### config.mk
export PLATFORM = sky130hd
export DESIGN_NAME = fifo_stream_out
export DESIGN_NICKNAME = d
export VERILOG_FILES = /design/src/rtl/fifo_stream_out.sv
export SDC_FILE = /design/constraint.sdc
export NUM_CORES = 1
export LEC_CHECK = 0
export CAP_MARGIN = 20
export CORE_UTILIZATION = 60
export CTS_CLUSTER_SIZE = 12
export DETAILED_ROUTE_END_ITERATION = 7
export DONT_BUFFER_PORTS = 1
export GPL_TIMING_DRIVEN = 1
export PLACE_DENSITY = 0.88
export SLEW_MARGIN = 20
export SYNTH_ARGS = -nofsm -noshare
export SYNTH_HDL_FRONTEND = slang
export SYNTH_SLANG_ARGS = --single-unit
### constraint.sdc
create_clock -name clk -period 3.2 [get_ports clk]
set_input_delay 0.8 -clock clk [delete_from_list [all_inputs] [get_ports clk]]
set_output_delay 0.8 -clock clk [all_outputs]
set_load 0.02 [all_outputs]
### src/rtl/fifo_stream_out.sv
// Read-side adapter for sfifo: pops words and streams them out
// through a registered two-entry buffer with packet-last marking.
module fifo_stream_out #(
    parameter int W       = 8,
    parameter int PKT_LEN = 4
) (
    input  logic         clk,
    input  logic         rst,
    input  logic         fifo_empty,
    output logic         fifo_r,
    input  logic [W-1:0] fifo_r_data,
    output logic         m_valid,
    input  logic         m_ready,
    output logic [W-1:0] m_data,
    output logic         m_last
);

    localparam int BW = (PKT_LEN > 1) ? $clog2(PKT_LEN) : 1;
    localparam logic [BW-1:0] LAST = BW'(PKT_LEN - 1);

    logic [W-1:0]  b0_q, b0_d;
    logic [W-1:0]  b1_q, b1_d;
    logic [1:0]    occ_q, occ_d;
    logic          rd_pend_q;
    logic [BW-1:0] beat_q, beat_d;
    logic          deq;
    logic [2:0]    fill;
    logic [1:0]    tail;

    assign m_valid = (occ_q != 2'd0);
    assign m_data  = b0_q;
    assign m_last  = m_valid && (beat_q == LAST);
    assign deq     = m_valid && m_ready;

    // Entries held once this cycle's arrival and pop have settled.
    assign fill   = {1'b0, occ_q} + {2'b0, rd_pend_q} - {2'b0, deq};
    assign fifo_r = !rst && !fifo_empty && (fill < 3'd2);
    assign occ_d  = fill[1:0];

    always_comb begin
        b0_d = b0_q;
        b1_d = b1_q;
        tail = occ_q;
        if (deq) begin
            b0_d = b1_q;
            tail = occ_q - 2'd1;
        end
        if (rd_pend_q) begin
            if (tail == 2'd0) begin
                b0_d = fifo_r_data;
            end else begin
                b1_d = fifo_r_data;
            end
        end
    end

    always_comb begin
        beat_d = beat_q;
        if (deq) begin
            beat_d = (beat_q == LAST) ? '0 : beat_q + 1'b1;
        end
    end

    always_ff @(posedge clk) begin
        if (rst) begin
            b0_q      <= '0;
            b1_q      <= '0;
            occ_q     <= 2'd0;
            rd_pend_q <= 1'b0;
            beat_q    <= '0;
        end else begin
            b0_q      <= b0_d;
            b1_q      <= b1_d;
            occ_q     <= occ_d;
            rd_pend_q <= fifo_r;
            beat_q    <= beat_d;
        end
    end

endmodule

After elaboration in Yosys (flattened, before gate mapping)
Index checks and enable logic that the tools add are counted.

Register bits after elaboration: 21. Input port bits: 12. Output and inout bits: 11. Word-level logic and storage cells: 26.

$add $sub $neg: 4. Magnitude comparators: 1. Equal/unequal tests: 1. Multiplexer cells: 5. Bitwise gates (word level): 1. Reductions and logical operators: 9.

Operator list (number): $mux 8 (3); $logic_and 1x1->1 (4); $mux 2 (2); $add 2x1->3 (1); $lt 3x2->1 const B (1); $sub 3x1->3 (1); $add 2x1->2 const B (1); $eq 2x2->1 const B (1); $logic_not 1->1 (2); $logic_not 2->1 (1); $reduce_and 2->1 (1); $reduce_bool 2->1 (1); $sub 2x1->2 const B (1); $not 1->1 (1).

Depth between registers and ports, before layout
Gate-level depths: netlist of run 1.

Depth after elaboration: 6. Gate-level depth with buffers: 10. Gate-level depth less buffers: 9.

Least setup slack after synthesis of run 1
OpenSTA, ideal clock, no wires.

Kind: register to output. Start: register occ_q[0]. End: output fifo_r. Arrival time: 2692 ps. Required time: 2400 ps. Setup slack: -292 ps. Cell stages (with the launch flop): 10. Path buffers: 1. Path through: dfxtp_1 inv_1 ha_1 nand2b_1 buf_2 nand2_1 nand2_1 ha_1 fa_1 nor4_1.

Word-level cells in the longest chain between the ends: 5. Elaborated cells between the ends (all ways): 6. Those cells by class: add/sub (2); order compare (1); reduce/logical (3).

RTL lines: from (decl) (line 23) `logic [1:0] occ_q, occ_d;`; from (signal assigned) (line 68) `occ_q <= 2'd0;`; from (signal assigned) (line 74) `occ_q <= occ_d;`; parallel branches: the longest is 2 deep, another holds $add 2x1->3; $sub 3x1->3 (*) (line 36) `assign fill = {1'b0, occ_q} + {2'b0, rd_pend_q} - {2'b0, deq};`; named net fill[1] (line 27) `logic [2:0] fill;`; $lt 3x2->1 (*) (line 37) `assign fifo_r = !rst && !fifo_empty && (fill < 3'd2);`; $logic_and 1x1->1 (*) (line 37); to (decl) (line 10) `output logic fifo_r,`.

Mark *: on every way through the listed nets, which the timed path passes.

Worst setup path in the final report of run 1
Start: register occ_q[1]. End: output fifo_r.

Same word-level chain as after synthesis.

==> results of run 1 <==
-- worst max-delay path by stage --
stage,cells after the start,slack [ns],start,to
floorplan,9,0.009,occ_q[0],fifo_r
global placement,7,0.16,m_ready,fifo_r
global route,9,-0.06,occ_q[1],fifo_r
detailed placement,7,0.11,m_ready,fifo_r
finish,9,0.04,occ_q[1],fifo_r
CTS,9,0.01,occ_q[0],fifo_r
-- cell families (layout without fill, tap and decap cells) --
logic type | count (synthesis) | count (layout)
AOI/OAI and AO/OA | 12 | 12
xor gates and xnor gates | 1 | 1
adders and majority gates | 4 | 4
buffers and inverters | 9 | 15
DFF | 21 | 21
muxes | 16 | 16
and+or+nand+nor | 32 | 32
-- flip-flops by register name, summed over array words and instances, names as in the netlist --
| signal | cells |
|---|---|
| m_data | 8 |
| occ_q | 2 |
| beat_q | 2 |
| rd_pend_q | 1 |
| b1_q | 8 |
-- cell type report --
class / instances / area, sq um / share of cell area (%)
Inverter: 3 / 11.26 / 0.9890
Tap cell: 16 / 20.02 / 1.758
Clock inverter: 1 / 5.005 / 0.4396
Clock buffer: 3 / 22.52 / 1.978
Timing Repair Buffer: 8 / 60.06 / 5.275
Multi-Input combinational cell: 65 / 596.8 / 52.42
Sequential cell: 21 / 422.9 / 37.14
-- Yosys cell counts, types with 2 or more instances --
library cell   n  share of area [%]
a21oi_1        2               0.97
clkbuf_1       4                1.5
dfxtp_1       21                 41
ha_1           3                3.7
inv_1          3                1.1
mux2i_1       16                 16
nand2_1        4                1.5
nand4b_1       8                6.8
nor2_1         9                3.3
nor2b_1        2                1.2
nor4_1         2                1.2
o31ai_1        7                5.1
-- layer usage --
metal	GRT usage, %	vias up	share of wire (%)
li1	-	358	-
met1	26.26	362	40
met2	43.03	31	52
met3	9.167	4	7.2
met4	9.375	0	1.4
met5	0	-	0
-- power by group through the flow --
stage               Clock (mW)  Sequential (mW)  Combinational [mW]
finish                   0.127            0.372               0.454
global route             0.147            0.378               0.491
CTS                      0.129            0.369               0.447
floorplan                    0            0.384               0.312
global placement             0            0.370               0.394
detailed placement           0            0.374               0.406
-- critical path: stages, from the launching register on --
cell	delay [ns]
dfxtp_2	0.35
inv_2	0.06
ha_4	0.17
nor2b_4	0.12
or2b_1	0.27
nand2_1	0.07
ha_2	0.18
fa_2	0.45
nor4_4	0.21
buf_4	0.17
-- what timing repair did --
action	CTS	global route
endpoints found under the setup margin	1	1
gates resized for setup	5	3
pin swaps	1	1
setup buffers	1	1
cloned	0	0
-- per-stage QoR --
step | hold slack, ns | setup TNS [ns] | power [mW]
floorplan | 0.4400 | 0 | 0.6964
global placement | 0.4443 | 0 | 0.7639
detailed placement | 0.4830 | 0 | 0.7801
CTS | 0.4998 | 0 | 0.9445
global route | 0.5097 | -0.05717 | 1.016
finish | 0.4815 | 0 | 0.9526
==> flow_summary.ini, run 1 <==
[die]
core_sq_um = 1559
die_w_um = 43.38
start_util_pct = 65.89
rows = 14
io_pins = 23
die_area_sq_um = 1881
dieHeight_um = 43.38

[power]
swShare_pct = 39.92
seqPwrFrac_pct = 39.0
internal-power_uw = 572.3
p_comb_share_pct = 47.7
p_per_area_nw_per_um2 = 836.7
p_sw_uw = 380.3
clockPowerShare_pct = 13.3
p_leak_nw = 0.5375
irDropWorstVdd_v = 0.0005967

[synthesis]
synth-compound-area-share_pct = 11.94
ys.flop_type = dfxtp_1
synth-edff-count = 0
synthSimpleGateAreaFrac_pct = 20.95
synth_fp_nets = 111
postSynthCellCount = 95
syn_area_sq_um = 1027
syn_avg_cell_area_sq_um = 10.81
ys_async_sr_fraction_pct = 0
yosys_warnings = 0
synth_xor_area_share_pct = 0.8526
synth_top_family_by_area = simple AND/OR/NAND/NOR gates
ys_ff_latch = 21
muxShareOfSynthArea_pct = 15.59
synth_cell_types = 26
ys_seq_area_share_pct = 40.93
synthAdderAreaFrac_pct = 5.603

[critical_path]
r2r_start = occ_q[1]
critPathKind = reg -> out
critical_path.max_fanout = 5
arrival_ns = 2.36
required_ns = 2.40
ff2ff_path_depth = 9
critPathCaptureType = output port
timing.rr.end = rd_pend_q
startpoint_type = register
rrSetupSlack_ns = 1.07

[clock_tree]
cts_tree = built
numCtsBuffers = 3
cts_buffer_depth = 2
htreeDepth = 1
insertion_delay_ns = 0.30
path_clk_slew_ns = 0.12
cts_hold_buf = 0
clock_sinks = 21
root_buffer = clkbuf_4

[hold_path]
min_from = beat_q[1]
holdPathStages = 2
hold_path_class = reg -> reg
holdPathEnd = beat_q[1]

[drt]
num_vias = 755
wl_um = 2004
wl_per_cell_um = 17.13
drc = 4
dr.pass1.iters = 6
drt_iter0_markers = 22
viasPerCell = 6.453
ant_nets = 0

[global_route]
gr-total-overflow = 0
grt_max_degree = 31
antenna_found_initial = 0
grt_pass1_wl_um = 3346
grt_pass1_vias = 806
grt_use_total_pct = 24.34

[placement]
post-place-ws_ns = 0.1075
gp_congestion = 0.7367
dp_cells = 111
place_area_sq_um = 1076
hpwl_um = 1439
port_buffers = 0

[finish]
final_cell_mix = 19 x dfxtp_1, 16 x mux2i_1, 9 x nor2_1, 8 x nand4b_1, 8 x buf_4
layout_commonest_cell = dfxtp_1
final_core_util_pct = 73.03
final_cell_area_sq_um = 1139
fill_cells = 103
insertedDiodeCount = 0
fin_cells = 117
layout.nets = 118
syn_to_final_growth_pct = 10.84
drive_above_1_share_pct = 25.74

[status]
violations = design-rule violations
status = finished, violations left

[sta]
skew_ns = 0.004428
slew_viol_final = 0
finalSetupViolations = 0
period_share_pct = 98.75
fin_crit_ns = 3.160
tightest_slew_ns = 0.6108
fmax_ghz = 0.3165
rsz0062_at_grt = yes
relSlewSlack_pct = 59.18
final-hold-violation-count = 0
fin_ws_ns = 0.03996

[flow_run]
drv_cap = 0
No activity file was read; power rests on OpenSTA's default activity.
==> run 2: changes to the inputs <==
--- a/config.mk
+++ b/config.mk
@@ -7,11 +7,14 @@
 export LEC_CHECK = 0
 export CAP_MARGIN = 20
 export CORE_UTILIZATION = 60
+export CTS_CLUSTER_DIAMETER = 60
 export CTS_CLUSTER_SIZE = 12
 export DETAILED_ROUTE_END_ITERATION = 7
 export DONT_BUFFER_PORTS = 1
+export GPL_ROUTABILITY_DRIVEN = 0
 export GPL_TIMING_DRIVEN = 1
 export PLACE_DENSITY = 0.88
+export SKIP_LAST_GASP = 1
 export SLEW_MARGIN = 20
 export SYNTH_ARGS = -nofsm -noshare
 export SYNTH_HDL_FRONTEND = slang
==> flow_summary.ini, run 2 (synthesis gave the netlist of run 1 again) <==
[critical_path]
critPathKind = reg -> out
cp_cell_sequence = inv_2 > ha_4 > nor2b_4 > or2b_1 > nand2_1 > ha_2 > fa_2 > nor4_4 > buf_4
required_ns = 2.40
critical_path.max_fanout = 5
arrival_ns = 2.36
critPathCaptureType = output port
cp_slowest_cell = fa_2
startpoint_type = register
slowest_delay_ns = 0.45

[clock_tree]
numCtsBuffers = 3
clock_sinks = 21
cts_hold_buf = 0
path_clk_slew_ns = 0.12
htreeDepth = 1
root_buffer = clkbuf_4
insertion_delay_ns = 0.30
cts_tree = built
cts_buffer_depth = 2

[finish]
insertedDiodeCount = 0
drive_above_1_share_pct = 24.75
final_cell_mix = 19 x dfxtp_1, 16 x mux2i_1, 9 x nor2_1, 8 x nand4b_1, 8 x buf_4
final_cell_area_sq_um = 1139
fin_cells = 117
layout_commonest_cell = dfxtp_1
layout.nets = 118
fill_cells = 103
syn_to_final_growth_pct = 10.84

[sta]
skew_ns = 0.004541
period_share_pct = 98.75
tightest_slew_ns = 0.6108
slew_viol_final = 0
rsz0062_at_grt = yes
relSlewSlack_pct = 59.18
final-hold-violation-count = 0
fmax_ghz = 0.3165
fin_crit_ns = 3.160
finalSetupViolations = 0

[drt]
num_vias = 755
ant_nets = 0
drt_iter0_markers = 22
wl_per_cell_um = 17.09
drc = 4
wl_um = 1999
viasPerCell = 6.453
dr.pass1.iters = 6

[hold_path]
hold_path_class = reg -> reg

[power]
p_leak_nw = 0.5376
irDropWorstVdd_v = 0.0005972
p_per_area_nw_per_um2 = 835.5

[die]
rows = 14
start_util_pct = 65.89
die_w_um = 43.38
die_area_sq_um = 1881
dieHeight_um = 43.38
core_sq_um = 1559
io_pins = 23

[global_route]
grt_pass1_wl_um = 3346
gr-total-overflow = 0
grt_max_degree = 31
grt_pass1_vias = 806
antenna_found_initial = 0
grt_use_total_pct = 24.34

[status]
status = finished, violations left
violations = design-rule violations

[placement]
port_buffers = 0
place_area_sq_um = 1076
dp_cells = 111
hpwl_um = 1439

[flow_run]
drv_cap = 0
run 2: cell count changes in the layout (fill, tap and decap cells not counted):
cell and delta:
inv_1 +1, inv_2 -1
run 2: metrics by stage:
stage               setup TNS, ns  power (mW)  worst slack, ns  utilization, %  hold slack [ns]
floorplan                       0      0.6964         0.008997               -           0.4400
global placement                0      0.7639           0.1550           69.02           0.4443
detailed placement              0      0.7801           0.1075           69.02           0.4830
CTS                             0      0.9445          0.01352           72.31           0.4998
global route             -0.06867       1.015         -0.06867           73.03           0.5097
finish                          0      0.9513          0.03997           73.03           0.4816
run 2: per-layer routing:
metal  share of wire (%)  vias up  GRT usage, %
li1                    -      358             -
met1                  39      362         26.26
met2                  52       31         43.03
met3                 7.4        4         9.167
met4                 1.5        0         9.375
met5                   0        -             0
run 2: worst max-delay path, delay by kind of cell (launching register included):
family | cells | cell delay, ns
and+or+nand+nor | 4 | 0.67
DFF | 1 | 0.35
buffers and inverters | 2 | 0.23
adders and majority gates | 3 | 0.80
run 2: final timing paths:
kind                                 from   endpoint  slack [ns]  cells after the start
worst max-delay path             occ_q[1]     fifo_r        0.04                      9
worst min-delay path            beat_q[1]  beat_q[1]        0.48                      2
worst max register to register   occ_q[1]  rd_pend_q        1.07                      9
worst min register to register  beat_q[1]  beat_q[1]        0.48                      2
run 2: timing repair:
item | 4_1_cts | 5_1_grt
pin swaps | 1 | 1
gates resized for setup | 5 | 2
endpoints found under the setup margin | 1 | 1
buffers inserted | 1 | 1
run 2: cell type report:
cell class,count,area (sq um),area share (%)
tap,16,20.02,1.758
clock buffer,3,22.52,1.978
multi-input combinational,65,596.8,52.42
sequential,21,422.9,37.14
clock inverter,1,5.005,0.4396
inverter,3,11.26,0.9890
timing repair buffer,8,60.06,5.275
run 2: power breakdown:
part / internal (mW) / total [mW] / switching [mW]
registers: 0.314 / 0.371 / 0.0563
clock network: 0.0466 / 0.127 / 0.0803
logic: 0.211 / 0.454 / 0.243
total: 0.572 / 0.951 / 0.379
